[src/rtl/draw_pkg.sv]
// draw_pkg: shared definitions for the span rasteriser.
//   ORIENT_VERT / ORIENT_HORIZ : values of the orient input
//   state_t                    : FSM encoding (IDLE, RUN, DONE)
package draw_pkg;

    localparam logic ORIENT_VERT  = 1'b0;
    localparam logic ORIENT_HORIZ = 1'b1;

    typedef enum logic [1:0] {
        IDLE = 2'd0,
        RUN  = 2'd1,
        DONE = 2'd2
    } state_t;

endpackage

[src/rtl/span_counter.sv]
// span_counter: stepped-coordinate counter for draw_span.
//   clock, reset : rising-edge clock, synchronous active-high reset
//   load         : cur <= lo (takes priority over step)
//   step         : cur <= cur + 1
//   lo           : start coordinate
//   hi           : last coordinate of the span (held stable by the caller)
//   cur          : current coordinate
//   last         : cur == hi
module span_counter #(
    parameter int X_W = 8
) (
    input  logic           clock,
    input  logic           reset,
    input  logic           load,
    input  logic           step,
    input  logic [X_W-1:0] lo,
    input  logic [X_W-1:0] hi,
    output logic [X_W-1:0] cur,
    output logic           last
);

    // NOTE: sequential state is written with non-blocking assignments only,
    // so every register samples its inputs as they were before the edge.
    always_ff @(posedge clock) begin
        if (reset) begin
            cur <= '0;
        end else if (load) begin
            cur <= lo;
        end else if (step) begin
            cur <= cur + 1'b1;
        end
    end

    // Termination is decided on equality before incrementing, so a span
    // ending at the all-ones coordinate never wraps.
    assign last = (cur == hi);

endmodule

[src/rtl/draw_span.sv]
// draw_span: draws one vertical or horizontal run of pixels, lo..hi
// inclusive, into the VGA adapter at up to one pixel per clock.
//
// Optional feature: define DRAW_SPAN_GRADIENT_EN to add the colour_step
// port; the pixel colour then advances by colour_step on every transfer.
//
// Ports:
//   clock, reset : rising-edge clock, synchronous active-high reset
//   start        : span request, sampled only in IDLE
//   orient       : 0 vertical (x fixed, y steps), 1 horizontal (y fixed, x steps)
//   fixed        : fixed coordinate (horizontal uses the low Y_W bits)
//   lo, hi       : first/last stepped coordinate (vertical uses the low Y_W bits)
//   colour       : base colour
//   colour_step  : per-pixel colour increment (DRAW_SPAN_GRADIENT_EN only)
//   busy         : span in progress (RUN and DONE)
//   done         : one-cycle completion pulse
//   vga_x, vga_y, vga_colour, vga_write : pixel to the adapter
//   vga_ready    : adapter accepts the pixel this cycle
module draw_span
    import draw_pkg::*;
#(
    parameter int X_W      = 8,
    parameter int Y_W      = 7,
    parameter int COLOUR_W = 18
) (
    input  logic                clock,
    input  logic                reset,
    input  logic                start,
    input  logic                orient,
    input  logic [X_W-1:0]      fixed,
    input  logic [X_W-1:0]      lo,
    input  logic [X_W-1:0]      hi,
    input  logic [COLOUR_W-1:0] colour,
`ifdef DRAW_SPAN_GRADIENT_EN
    input  logic [COLOUR_W-1:0] colour_step,
`endif
    output logic                busy,
    output logic                done,
    output logic [X_W-1:0]      vga_x,
    output logic [Y_W-1:0]      vga_y,
    output logic [COLOUR_W-1:0] vga_colour,
    output logic                vga_write,
    input  logic                vga_ready
);

    // Keeps only the coordinate bits that are meaningful for a vertical span.
    localparam logic [X_W-1:0] Y_MASK = X_W'((1 << Y_W) - 1);

    state_t                state, state_next;
    logic                  orient_r;
    logic [X_W-1:0]        fixed_r;
    logic [X_W-1:0]        hi_r;
    logic                  empty_r;
    logic [COLOUR_W-1:0]   colour_r;
`ifdef DRAW_SPAN_GRADIENT_EN
    logic [COLOUR_W-1:0]   step_r;
`endif

    logic                  load;
    logic                  step;
    logic                  transfer;
    logic                  last;
    logic [X_W-1:0]        cur;
    logic [X_W-1:0]        lo_m;
    logic [X_W-1:0]        hi_m;

    // Reduce lo/hi to the active width up front; from then on the counter
    // and the empty check can work at full X_W without caring about orient.
    assign lo_m = (orient == ORIENT_HORIZ) ? lo : (lo & Y_MASK);
    assign hi_m = (orient == ORIENT_HORIZ) ? hi : (hi & Y_MASK);

    span_counter #(
        .X_W (X_W)
    ) u_counter (
        .clock (clock),
        .reset (reset),
        .load  (load),
        .step  (step),
        .lo    (lo_m),
        .hi    (hi_r),
        .cur   (cur),
        .last  (last)
    );

    always_ff @(posedge clock) begin
        if (reset) begin
            state <= IDLE;
        end else begin
            state <= state_next;
        end
    end

    // NOTE: every signal assigned below gets a default first, so no path
    // through the case statement can leave one unassigned and infer a latch.
    always_comb begin
        state_next = state;
        load       = 1'b0;
        step       = 1'b0;
        busy       = 1'b0;
        done       = 1'b0;
        vga_write  = 1'b0;
        case (state)
            IDLE: begin
                if (start) begin
                    load       = 1'b1;
                    state_next = RUN;
                end
            end
            RUN: begin
                busy = 1'b1;
                // The empty check runs on the latched operands, so an empty
                // span spends one silent RUN cycle before DONE.
                if (empty_r) begin
                    state_next = DONE;
                end else begin
                    vga_write = 1'b1;
                    if (vga_ready) begin
                        if (last) begin
                            state_next = DONE;
                        end else begin
                            step = 1'b1;
                        end
                    end
                end
            end
            DONE: begin
                busy       = 1'b1;
                done       = 1'b1;
                state_next = IDLE;
            end
            default: begin
                state_next = IDLE;
            end
        endcase
    end

    assign transfer = vga_write && vga_ready;

    // Span operands are captured once at start; input changes while the
    // span runs have no effect.
    always_ff @(posedge clock) begin
        if (reset) begin
            orient_r <= ORIENT_VERT;
            fixed_r  <= '0;
            hi_r     <= '0;
            empty_r  <= 1'b0;
            colour_r <= '0;
`ifdef DRAW_SPAN_GRADIENT_EN
            step_r   <= '0;
`endif
        end else if (load) begin
            orient_r <= orient;
            fixed_r  <= fixed;
            hi_r     <= hi_m;
            empty_r  <= (lo_m > hi_m);
            colour_r <= colour;
`ifdef DRAW_SPAN_GRADIENT_EN
            step_r   <= colour_step;
        end else if (transfer) begin
            colour_r <= colour_r + step_r;
`endif
        end
    end

    assign vga_x      = (orient_r == ORIENT_HORIZ) ? cur : fixed_r;
    assign vga_y      = (orient_r == ORIENT_HORIZ) ? fixed_r[Y_W-1:0] : cur[Y_W-1:0];
    assign vga_colour = colour_r;

endmodule
[config.mk]
export PLATFORM = sky130hd
export DESIGN_NAME = draw_span
export DESIGN_NICKNAME = d
export VERILOG_FILES = /design/src/rtl/draw_pkg.sv /design/src/rtl/span_counter.sv /design/src/rtl/draw_span.sv
export SDC_FILE = /design/constraint.sdc
export NUM_CORES = 1
export LEC_CHECK = 0
export CORE_MARGIN = 2
export CORE_UTILIZATION = 45
export CTS_BUF_LIST = sky130_fd_sc_hd__clkbuf_8
export CTS_CLUSTER_SIZE = 12
export DETAILED_ROUTE_END_ITERATION = 8
export HOLD_SLACK_MARGIN = 0.08
export MAX_ROUTING_LAYER = met4
export PLACE_DENSITY = 0.91
export SYNTH_ARGS = -nofsm -noshare
export SYNTH_HDL_FRONTEND = slang
export SYNTH_HIERARCHICAL = 1
export SYNTH_SLANG_ARGS = --single-unit
export TNS_END_PERCENT = 1
[constraint.sdc]
create_clock -name clock -period 4.2 [get_ports clock]
set_input_delay 0.42 -clock clock [delete_from_list [all_inputs] [get_ports clock]]
set_output_delay 0.42 -clock clock [all_outputs]
set_load 0.01 [all_outputs]
Word level (Yosys, flattened, before mapping)

Index checks and enable logic that the tools add are counted.

Output and inout port bits: 36
Register bits: 46
Bits of input ports: 47

Mux-type cells: 21
Eq/ne operators: 6
Order comparisons: 1
Reduce and logical (&&, ||, !) cells: 4
$add $sub $neg: 1

Operators by type and width:

| cell                                                            | number |
|---|---|
| 8-bit two-way mux                                               | 5 |
| 1-bit two-way mux                                               | 10 |
| 8-bit by 1-bit adder with 8-bit output, second input constant   | 1 |
| 8-bit == test                                                   | 1 |
| 8-bit > comparator                                              | 1 |
| 2-bit two-way mux                                               | 4 |
| 7-bit two-way mux                                               | 1 |
| 3-bit inequality test, second input constant                    | 2 |
| 2-bit one-hot mux with 2 select lines                           | 1 |
| 3-bit AND reduction                                             | 1 |
| 2-bit by 1-bit == test with 1-bit output, second input constant | 1 |
| 2-bit == test, second input constant                            | 1 |
| 2-bit zero test                                                 | 1 |
| 2-bit inequality test, second input constant                    | 1 |
| 2-bit nonzero test                                              | 1 |
| 2-bit OR reduction                                              | 1 |

Logic depth before layout (Yosys ltp)

Gate-level depths: netlist of run 1.

Depth after elaboration: 7
Mapped depth: 9
Gate-level depth less buffers: 8

Hierarchy

Netlist of run 1, hierarchy kept.

By module, submodules not included:

| module       | area each (µm²) | sequential area each (µm²) | instances | cells each |
|---|---|---|---|---|
| draw_span    | 1811.7          | 760.7                      | 1         | 222 |
| span_counter | 553.0           | 160.2                      | 1         | 65 |

Worst setup path after synthesis of run 1

OpenSTA, ideal clock, no wires.

Path type: register to register
Start point: register state[1]
End point: register u_counter.cur[5]
Library setup time: 0.120 ns
Cell stages (with the launch flop): 9
Data required time: 4.080 ns
Period minus slack after synthesis: 1.750 ns
Arrival time: 1.631 ns
Buffers on the path: 1
Path slack: 2.450 ns
Path through: dfxtp_1 -> inv_1 -> ha_1 -> nor2b_2 -> and3b_1 -> buf_2 -> nand3_1 -> o21a_1 -> o31a_1

Longest elaborated chain between the ends: 3
Elaborated cells on any way between the ends: 6
Classes of those cells: eq/ne: 1; mux: 3; reduce/logical: 2

Ends and longest elaborated chain:

| item                                     | RTL line           | text |
|---|---|---|
| start: declaration                       | draw_span.sv:49    | `state_t state, state_next;` |
| start signal: assignment                 | draw_span.sv:89    | `state <= state_next;` |
| 2-bit by 1-bit == test with 1-bit output | draw_span.sv:102   | `case (state)` |
| 1-bit two-way mux                        | draw_span.sv:102   |  |
| via step                                 | draw_span.sv:60    | `logic step;` |
| 2-bit nonzero test (no source line)      | n/a                |  |
| end signal: assignment                   | span_counter.sv:28 | `cur <= lo;` |
| end signal: assignment                   | span_counter.sv:30 | `cur <= cur + 1'b1;` |
| end: declaration                         | span_counter.sv:18 | `output logic [X_W-1:0] cur,` |

The timed path passes the listed nets, and every way through them passes these cells.
A chain may end at the register's enable or synchronous reset.

Worst setup path in the final report of run 1

Start point: register orient_r
End point: output port vga_x[6]

Longest elaborated chain between the ends: 1

Ends and longest elaborated chain:

| item                     | RTL line         | text |
|---|---|---|
| start: declaration       | draw_span.sv:50  | `logic orient_r;` |
| start signal: assignment | draw_span.sv:152 | `orient_r <= orient;` |
| 8-bit two-way mux        | draw_span.sv:165 | `assign vga_x = (orient_r == ORIENT_HORIZ) ? cur : fixed_r;` |
| end: declaration         | draw_span.sv:39  | `output logic [X_W-1:0] vga_x,` |

Every way passes these cells.

==> results.sh, run 1 <==
export IMPL_die_x_um=76.49
export IMPL_cts_made_buffers=5
export IMPL_dpl_cell_count=424
export IMPL_port_buffers=82
export IMPL_p_per_area_nw_per_um2=469.4
export IMPL_ys_ff_latch=46
export IMPL_regToRegStartpoint="state[1]"
export IMPL_drc=0
export IMPL_initial_core_util=0.4660
export IMPL_cp_buffers_inverters=1
export IMPL_pwr_share_comb=0.424
export IMPL_rr_endpoint="u_counter/cur[7]"
export IMPL_cts_tree="done"
export IMPL_cts_sinks=46
export IMPL_max_stage_delay_ns=0.74
export IMPL_fmax_mhz=422.4
export IMPL_area_growth_pct=37.94
export IMPL_dr_pass1_iters=4
export IMPL_start_kind="register"
export IMPL_end_kind="output port"
export IMPL_cap_viol_max_count=0
export IMPL_clkLatencyLatePin_ns=0.30
export IMPL_cts_resized=0
export IMPL_fin_crit_sh=0.5637
export IMPL_dieHeight_um=76.49
export IMPL_grt_pass1_vias=2127
export IMPL_synth_area_um2=2365
export IMPL_synthCells=287
export IMPL_dp_hpwl_um=4424
export IMPL_hp_class="reg2reg"
export IMPL_p_int_mw=0.9766
export IMPL_vdd_ir_drop_max_v=0.0003190
export IMPL_pwr_share_clk=0.175
export IMPL_crit_type="reg2out"
export IMPL_routed_via_density=5.083
export IMPL_wl_per_cell_um=13.85
export IMPL_antenna_left=0
export IMPL_dr_total_vias=2196
export IMPL_rows=26
export IMPL_synth_cell_type_count=35
export IMPL_yosysSeqAreaShare=0.3894
export IMPL_timing_hold_violations_final=0
export IMPL_worst_pin_slew_ns=1.086
export IMPL_critPathMaxFanout=16
export IMPL_hold_start="fixed_r[7]"
export IMPL_io_pins=83
export IMPL_final_cells=432
export IMPL_seqPwrFrac=0.400
export IMPL_whs_path_depth=2
export IMPL_power_switching_mw=0.5545
export IMPL_grt_total_usage=0.2104
export IMPL_hold_end="fixed_r[7]"
export IMPL_status="finished clean"
export IMPL_die_area_um2=5851
export IMPL_r2r_setup_slack_ns=2.04
export IMPL_cp_top_family="flip-flops"
export IMPL_grt_pass1_wl_um=9811
export IMPL_antenna_found_initial=0
export IMPL_finalCriticalPeriod_ns=2.368
export IMPL_clk_pin_slew_worst_paths_ns=0.08
export IMPL_overflow=0
export IMPL_worstPathArrival_ns=1.95
export IMPL_path_depth=2
export IMPL_ff2ff_path_depth=8
export IMPL_ys_warn_count=6
export IMPL_swShare=0.3621
export IMPL_nNetsFinal=421
export IMPL_gp_congestion=0.7998
export IMPL_fin_area_um2=3262
export IMPL_setup_tns_ns=0
export IMPL_synth_nets=347
export IMPL_drive_above_1_share=0.08564
export IMPL_cts_max_level=2
export IMPL_path_cells="mux2_2 > clkdlybuf4s50_1"
export IMPL_routed_wl_um=5983
export IMPL_drt_iter0_markers=207
export IMPL_setup_viol=0
export IMPL_n_antenna_cell=0
export IMPL_slew_viol_final=0
export IMPL_cts_root_buf="clkbuf_8"
export IMPL_cp_data_required_time_ns=3.78
export IMPL_rsz0062_at_grt="no"
export IMPL_finalClockSkew_ns=0.005938
export IMPL_p_leak_nw=1.260
export IMPL_avgSynthCellArea_um2=8.240
export IMPL_grt_start_max_net_pins=48
export IMPL_slew_headroom=0.2741
export IMPL_critPathSlowestCell="dfxtp_1"
export IMPL_holdBufCountCts=0
export IMPL_core_area_um2=5075
export IMPL_placed_area_um2=3176
export IMPL_clock_path_buffers=2
export IMPL_post_cts_buffers=0
==> worst max path at each step <==
stage / from / end / slack [ns]
CTS: orient_r / vga_x[6] / 1.83
detailed placement: start / u_counter/cur[7] / 1.79
finish: orient_r / vga_x[6] / 1.83
floorplan: state[1] / u_counter/cur[5] / 2.45
global route: orient_r / vga_x[2] / 1.77
global placement: start / u_counter/cur[7] / 1.85
==> metrics by stage <==
step | hold slack, ns | setup WS [ns] | power (mW) | util
floorplan | 0.4338 | 2.450 | 1.025 | -
global placement | 0.4415 | 1.848 | 1.250 | 0.6257
detailed placement | 0.4476 | 1.787 | 1.270 | 0.6257
CTS | 0.4577 | 1.831 | 1.539 | 0.6428
global route | 0.4806 | 1.765 | 1.633 | 0.6428
finish | 0.4567 | 1.832 | 1.531 | 0.6428
==> cell usage in the layout (no fill, tap or decap), types with 2 or more instances in the layout <==
cell type        count
a211oi_1             2
a21oi_1             45
buf_4                2
clkbuf_8             5
clkdlybuf4s50_1     82
dfxtp_1             46
ha_1                13
inv_1               14
mux2_2              16
mux2i_1              2
nand2_1             75
nand3_1              4
nand4_1              6
nor2_1              11
nor3_1               3
nor3b_1              2
o211ai_1             2
o21a_1               3
o21ai_0              2
o31a_1               2
xnor2_1              9
xor2_1               3
==> Yosys cell counts <==
| cell type | number | area (um2) |
|---|---|---|
| or2_1 | 1 | 6.260 |
| nand4_1 | 6 | 37.54 |
| and3b_1 | 1 | 8.760 |
| nor3b_1 | 2 | 15.01 |
| xor2_1 | 3 | 26.28 |
| nor2_1 | 11 | 41.29 |
| nand2b_1 | 1 | 6.260 |
| buf_6 | 4 | 45.04 |
| o211ai_1 | 2 | 15.01 |
| and2_1 | 1 | 6.260 |
| ha_1 | 13 | 162.7 |
| nand4_2 | 1 | 12.51 |
| buf_2 | 6 | 30.03 |
| a21oi_4 | 1 | 16.27 |
| a21oi_1 | 45 | 225.2 |
| nand2_1 | 75 | 281.5 |
| and2b_2 | 1 | 8.760 |
| mux2_2 | 16 | 180.2 |
| buf_4 | 3 | 22.52 |
| a211oi_1 | 2 | 15.01 |
| nor3_1 | 3 | 15.01 |
| inv_1 | 13 | 48.80 |
| dfxtp_1 | 46 | 920.9 |
| clkbuf_1 | 1 | 3.750 |
| inv_2 | 1 | 3.750 |
| o221ai_2 | 1 | 15.01 |
| o31a_1 | 2 | 17.52 |
| xnor2_1 | 9 | 78.83 |
| buf_1 | 3 | 11.26 |
| nor2b_2 | 1 | 8.760 |
| mux2i_1 | 2 | 20.02 |
| nand3_1 | 4 | 20.02 |
| o21a_1 | 3 | 22.52 |
| o21ai_0 | 2 | 10.01 |
| nor2b_1 | 1 | 6.260 |
==> worst reg2reg max path: cells and delay by family (launching register included) <==
family,cells,cell delay [ns]
AO/OA/AOI/OAI,2,0.24
adder cells (fa/ha/maj),1,0.19
buffers and inverters,3,0.84
flip-flops,1,0.37
AND/OR/NAND/NOR,2,0.45
==> power by group through the flow <==
stage	combinational, mW	clock [mW]	sequential [mW]
floorplan	0.424	0	0.601
global placement	0.634	0	0.616
detailed placement	0.649	0	0.621
CTS	0.653	0.273	0.612
global route	0.713	0.294	0.627
finish	0.650	0.268	0.613
==> cell type report <==
cell class,count,area [um2]
well taps,70,87.58
inverters,14,52.55
flip-flops and latches,46,920.9
multi-input cells,210,1279
fillers,425,1813
clock buffers,5,68.82
clock inverters,3,17.52
repair buffers,84,835.8
==> logic make-up after synthesis <==
| group | share of synthesized area |
|---|---|
| AND/OR/NAND/NOR | 0.2005 |
| adder cells (fa/ha/maj) | 0.06878 |
| flip-flops | 0.3894 |
| buffers and inverters | 0.06984 |
| multiplexers | 0.08466 |
| AO/OA/AOI/OAI | 0.1423 |
| XOR/XNOR | 0.04445 |
==> routing by layer <==
metal / vias to the layer above / GRT usage / wire length, um
met2: 67 / 0.3735 / 3132
li1: 1108 / - / -
met4: 0 / 0.06727 / 125
met5: - / - / 0
met3: 13 / 0.04028 / 268
met1: 1008 / 0.2386 / 2455
==> flip-flops by register name, summed over array words and instances (netlist names) <==
signal         count
empty_r            1
fixed_r            8
hi_r               8
orient_r           1
state              2
u_counter/cur      8
vga_colour        18
Note: power is estimated with default switching activity, not from simulation.
==> run 2, diff against run 1 <==
==> constraint.sdc (replaced) <==
create_clock -name clock -period 2.27 [get_ports clock]
set_input_delay 0.227 -clock clock [delete_from_list [all_inputs] [get_ports clock]]
set_output_delay 0.227 -clock clock [all_outputs]
set_load 0.01 [all_outputs]
==> results.sh, run 2 (same netlist as run 1, synthesis figures left out) <==
export IMPL_grt_pass1_wl_um=9770
export IMPL_cp_buffers_inverters=2
export IMPL_dieHeight_um=76.49
export IMPL_cts_made_buffers=5
export IMPL_routed_via_density=5.153
export IMPL_cp_top_family="buffers and inverters"
export IMPL_worstPathArrival_ns=1.77
export IMPL_nNetsFinal=427
export IMPL_clk_pin_slew_worst_paths_ns=0.09
export IMPL_core_area_um2=5075
export IMPL_placed_area_um2=3221
export IMPL_worst_pin_slew_ns=0.5659
export IMPL_hp_class="reg2reg"
export IMPL_start_kind="register"
export IMPL_antenna_left=0
export IMPL_cts_sinks=46
export IMPL_cts_tree="done"
export IMPL_cap_viol_max_count=0
export IMPL_drc=0
export IMPL_grt_total_usage=0.2125
export IMPL_crit_type="reg2out"
export IMPL_grt_pass1_vias=2089
export IMPL_drive_above_1_share=0.1005
export IMPL_die_area_um2=5851
export IMPL_path_cells="inv_1 > ha_1 > nor2b_2 > clkdlybuf4s50_1"
export IMPL_cts_max_level=2
export IMPL_antenna_found_initial=0
export IMPL_cp_data_required_time_ns=2.04
export IMPL_timing_hold_ws_ns=0.4546
export IMPL_initial_core_util=0.4660
export IMPL_status="finished clean"
export IMPL_routed_wl_um=6096
export IMPL_finalCriticalPeriod_ns=1.993
export IMPL_gp_congestion=0.9119
export IMPL_post_cts_buffers=0
export IMPL_clock_path_buffers=2
export IMPL_pwr_share_clk=0.171
export IMPL_swShare=0.3646
export IMPL_rsz0062_at_grt="no"
export IMPL_io_pins=83
export IMPL_drt_iter0_markers=151
export IMPL_cts_root_buf="clkbuf_8"
export IMPL_fmax_mhz=501.8
export IMPL_dp_hpwl_um=4509
export IMPL_setup_tns_ns=0
export IMPL_critPathSlowestCell="clkdlybuf4s50_1"
export IMPL_slew_headroom=0.6215
export IMPL_slew_viol_final=0
export IMPL_n_antenna_cell=0
export IMPL_timing_hold_violations_final=0
export IMPL_seqPwrFrac=0.375
export IMPL_port_buffers=82
export IMPL_clkLatencyLatePin_ns=0.30
export IMPL_p_int_mw=1.837
export IMPL_finalClockSkew_ns=0.01194
export IMPL_grt_start_max_net_pins=38
export IMPL_cts_resized=0
export IMPL_final_common_cell="clkdlybuf4s50_1"
export IMPL_pwr_share_comb=0.454
export IMPL_critPathMaxFanout=3
export IMPL_layout_common_cells="clkdlybuf4s50_1, nand2_1, dfxtp_1, a21oi_1, mux2_2"
export IMPL_wl_per_cell_um=13.92
export IMPL_fillers=435
export IMPL_end_kind="output port"
export IMPL_die_x_um=76.49
export IMPL_dr_pass1_iters=4
export IMPL_overflow=0
export IMPL_power_switching_mw=1.054
export IMPL_p_per_area_nw_per_um2=874.5
export IMPL_area_growth_pct=39.84
export IMPL_setup_viol=0
export IMPL_largest_reg_flops=18
export IMPL_vdd_ir_drop_max_v=0.0007814
export IMPL_max_stage_delay_ns=0.60
export IMPL_fin_crit_sh=0.8779
export IMPL_dr_total_vias=2257
export IMPL_rows=26
export IMPL_p_leak_nw=1.290
export IMPL_holdBufCountCts=0
export IMPL_fin_area_um2=3307
-- run 2: changes by cell type in the layout (fill, tap and decap cells not counted), sizes merged --
cell	before	now
buf	2	8
-- run 2: power by group through the flow --
stage	logic (mW)	registers (mW)	clock network, mW
6_report	1.31	1.08	0.495
5_1_grt	1.42	1.11	0.550
4_1_cts	1.31	1.08	0.506
3_5_place_dp	1.30	1.10	0
3_3_place_gp	1.27	1.09	0
2_1_floorplan	0.784	1.11	0
-- run 2: per-layer routing --
metal  wire, um  track usage  share of wire
met1       2600       0.2446           0.43
met2       3161       0.3770           0.52
met3        233      0.04147          0.038
met4        100      0.05818          0.016
met5          0            -              0
-- run 2: final cells by class --
class | instances | area, um2 | share of cell area
Timing Repair Buffer | 90 | 880.8 | 0.2664
Tap cell | 70 | 87.58 | 0.02649
Clock inverter | 3 | 17.52 | 0.005297
Clock buffer | 5 | 68.82 | 0.02081
Sequential cell | 46 | 920.9 | 0.2785
Multi-Input combinational cell | 210 | 1279 | 0.3867
Inverter | 14 | 52.55 | 0.01589
-- run 2: tightest hold or removal path: stages, from the launching register on --
cell     delay [ns]
dfxtp_1        0.32
nand2_1        0.05
a21oi_1        0.05
-- run 2: final timing paths --
| path | slack, ns | startpoint | depth (start not counted) | end |
|---|---|---|---|---|
| worst min register to register | 0.45 | vga_colour[8] | 2 | vga_colour[8] |
| worst max register to register | 0.31 | state[1] | 7 | u_counter/cur[5] |
| worst min-delay path | 0.45 | vga_colour[8] | 2 | vga_colour[8] |
| worst max-delay path | 0.28 | state[1] | 4 | vga_write |
-- run 2: through the flow --
stage	total power [mW]	std cells	utilization	worst slack (ns)
after CTS	2.903	438	0.6516	0.2856
final	2.892	438	0.6516	0.2771
after floorplan	1.897	287	-	0.5195
after detailed placement	2.401	430	0.6346	0.4161
after global routing	3.076	438	0.6516	0.1727
after global placement	2.360	430	0.6346	0.4984
==> run 3, diff against run 2 <==
--- a/config.mk
+++ b/config.mk
@@ -5,14 +5,16 @@
 export SDC_FILE = /design/constraint.sdc
 export NUM_CORES = 1
 export LEC_CHECK = 0
+export CELL_PAD_IN_SITES_DETAIL_PLACEMENT = 0
+export CELL_PAD_IN_SITES_GLOBAL_PLACEMENT = 2
 export CORE_MARGIN = 2
-export CORE_UTILIZATION = 45
+export CORE_UTILIZATION = 26
 export CTS_BUF_LIST = sky130_fd_sc_hd__clkbuf_8
 export CTS_CLUSTER_SIZE = 12
 export DETAILED_ROUTE_END_ITERATION = 8
 export HOLD_SLACK_MARGIN = 0.08
 export MAX_ROUTING_LAYER = met4
-export PLACE_DENSITY = 0.91
+export PLACE_DENSITY = 0.93
 export SYNTH_ARGS = -nofsm -noshare
 export SYNTH_HDL_FRONTEND = slang
 export SYNTH_HIERARCHICAL = 1
==> results.sh, run 3 (same netlist as run 1, synthesis figures left out) <==
export IMPL_setup_tns_ns=0
export IMPL_dr_pass1_iters=4
export IMPL_die_area_um2=9874
export IMPL_overflow=0
export IMPL_hold_start="reset"
export IMPL_hold_end="state[0]"
export IMPL_finalClockSkew_ns=0.01174
export IMPL_p_leak_nw=1.301
export IMPL_power_switching_mw=1.051
export IMPL_cts_max_level=2
export IMPL_cts_sinks=46
export IMPL_max_stage_delay_ns=0.53
export IMPL_vdd_ir_drop_max_v=0.0003538
export IMPL_cp_top_family="simple AND/OR/NAND/NOR gates"
export IMPL_pwr_share_clk=0.204
export IMPL_routed_via_density=4.508
export IMPL_clkLatencyLatePin_ns=0.30
export IMPL_antenna_left=0
export IMPL_p_per_area_nw_per_um2=891.2
export IMPL_grt_total_usage=0.1295
export IMPL_finalCriticalPeriod_ns=1.939
export IMPL_cts_root_buf="clkbuf_8"
export IMPL_cts_tree="done"
export IMPL_final_cells=476
export IMPL_start_kind="register"
export IMPL_nNetsFinal=427
export IMPL_multiInputGateArea_um2=1279
export IMPL_slew_viol_final=0
export IMPL_r2r_setup_slack_ns=0.33
export IMPL_rr_endpoint="u_counter/cur[6]"
export IMPL_cp_buffers_inverters=0
export IMPL_layout_common_cells="clkdlybuf4s50_1, nand2_1, dfxtp_1, a21oi_1, mux2_2"
export IMPL_total_power_mw=3.017
export IMPL_end_kind="register"
export IMPL_holdBufCountCts=0
export IMPL_largest_reg_flops=18
export IMPL_die_x_um=99.37
export IMPL_status="finished clean"
export IMPL_final_common_cell="clkdlybuf4s50_1"
export IMPL_drc=0
export IMPL_fmax_mhz=515.7
export IMPL_timing_hold_violations_final=0
export IMPL_slew_headroom=0.7138
export IMPL_dr_total_vias=2146
export IMPL_ff2ff_path_depth=7
export IMPL_cap_viol_max_count=0
export IMPL_wl_per_cell_um=13.04
export IMPL_area_growth_pct=43.17
export IMPL_grt_pass1_vias=2060
export IMPL_antenna_found_initial=0
export IMPL_cts_made_buffers=5
export IMPL_grt_start_max_net_pins=38
export IMPL_crit_type="reg2reg"
export IMPL_drive_above_1_share=0.1033
export IMPL_fin_crit_sh=0.8542
export IMPL_swShare=0.3482
export IMPL_gp_congestion=0.7478
export IMPL_regToRegStartpoint="u_counter/cur[2]"
export IMPL_fillers=902
export IMPL_dp_hpwl_um=4555
export IMPL_io_pins=83
export IMPL_rows=34
export IMPL_routed_wl_um=6207
export IMPL_setup_viol=0
export IMPL_clock_path_buffers=2
export IMPL_p_int_mw=1.967
export IMPL_dpl_cell_count=468
export IMPL_core_area_um2=8763
export IMPL_seqPwrFrac=0.362
export IMPL_cts_resized=0
export IMPL_clk_pin_slew_worst_paths_ns=0.09
export IMPL_grt_pass1_wl_um=9929
export IMPL_n_antenna_cell=0
export IMPL_setup_slack_ns=0.3310
export IMPL_regArea_um2=920.9
export IMPL_port_buffers=82
export IMPL_pwr_share_comb=0.435
export IMPL_preCtsSetupSlack_ns=0.3443
export IMPL_path_cells="xnor2_1 > nand4_1 > nor2_1 > and3b_1 > nand2_1 > o21a_1 > o31a_1"
export IMPL_dieHeight_um=99.37
export IMPL_worst_pin_slew_ns=0.4286
export IMPL_timing_hold_ws_ns=0.3257
export IMPL_cp_data_required_time_ns=2.47
export IMPL_critPathMaxFanout=8
export IMPL_worstPathArrival_ns=2.14
export IMPL_rsz0062_at_grt="no"
export IMPL_drt_iter0_markers=95
export IMPL_hp_class="in2reg"
export IMPL_post_cts_buffers=0
export IMPL_whs_path_depth=2
export IMPL_critPathSlowestCell="dfxtp_1"
export IMPL_initial_core_util=0.2698
[run 3: worst max-delay path by stage]
stage | start | endpoint | slack [ns] | cells past startpoint
2_1_floorplan | state[1] | u_counter/cur[5] | 0.52 | 8
3_3_place_gp | u_counter/cur[2] | u_counter/cur[6] | 0.41 | 7
3_5_place_dp | u_counter/cur[2] | u_counter/cur[6] | 0.34 | 7
4_1_cts | u_counter/cur[2] | u_counter/cur[6] | 0.32 | 7
5_1_grt | u_counter/cur[2] | u_counter/cur[6] | 0.19 | 7
6_report | u_counter/cur[2] | u_counter/cur[6] | 0.33 | 7
[run 3: cell type report]
cell class / instances / share of cell area
flip-flops and latches: 46 / 0.2720
repair buffers: 90 / 0.2624
clock buffers: 5 / 0.02033
inverters: 14 / 0.01552
well taps: 108 / 0.03991
multi-input cells: 210 / 0.3777
clock inverters: 3 / 0.01220
[run 3: metal layers]
layer  part of all wire  global-route usage  vias up
met1               0.48              0.1737      970
met5                  0                   -        -
li1                   -                   -     1111
met4             0.0077             0.02845        0
met2               0.45              0.1975       60
met3              0.059             0.03303        5
[run 3: per-stage QoR]
step	util	cell area [um2]
final	0.3864	3386
after global routing	0.3864	3386
after CTS	0.3864	3386
after detailed placement	0.3738	3276
after global placement	0.3738	3276
after floorplan	-	2365
[run 3: power groups by stage]
stage               logic [mW]  clock network, mW  registers (mW)
CTS                       1.33              0.639            1.09
global route              1.44              0.670            1.12
detailed placement        1.32                  0            1.11
floorplan                0.784                  0            1.11
global placement          1.33                  0            1.11
finish                    1.31              0.614            1.09
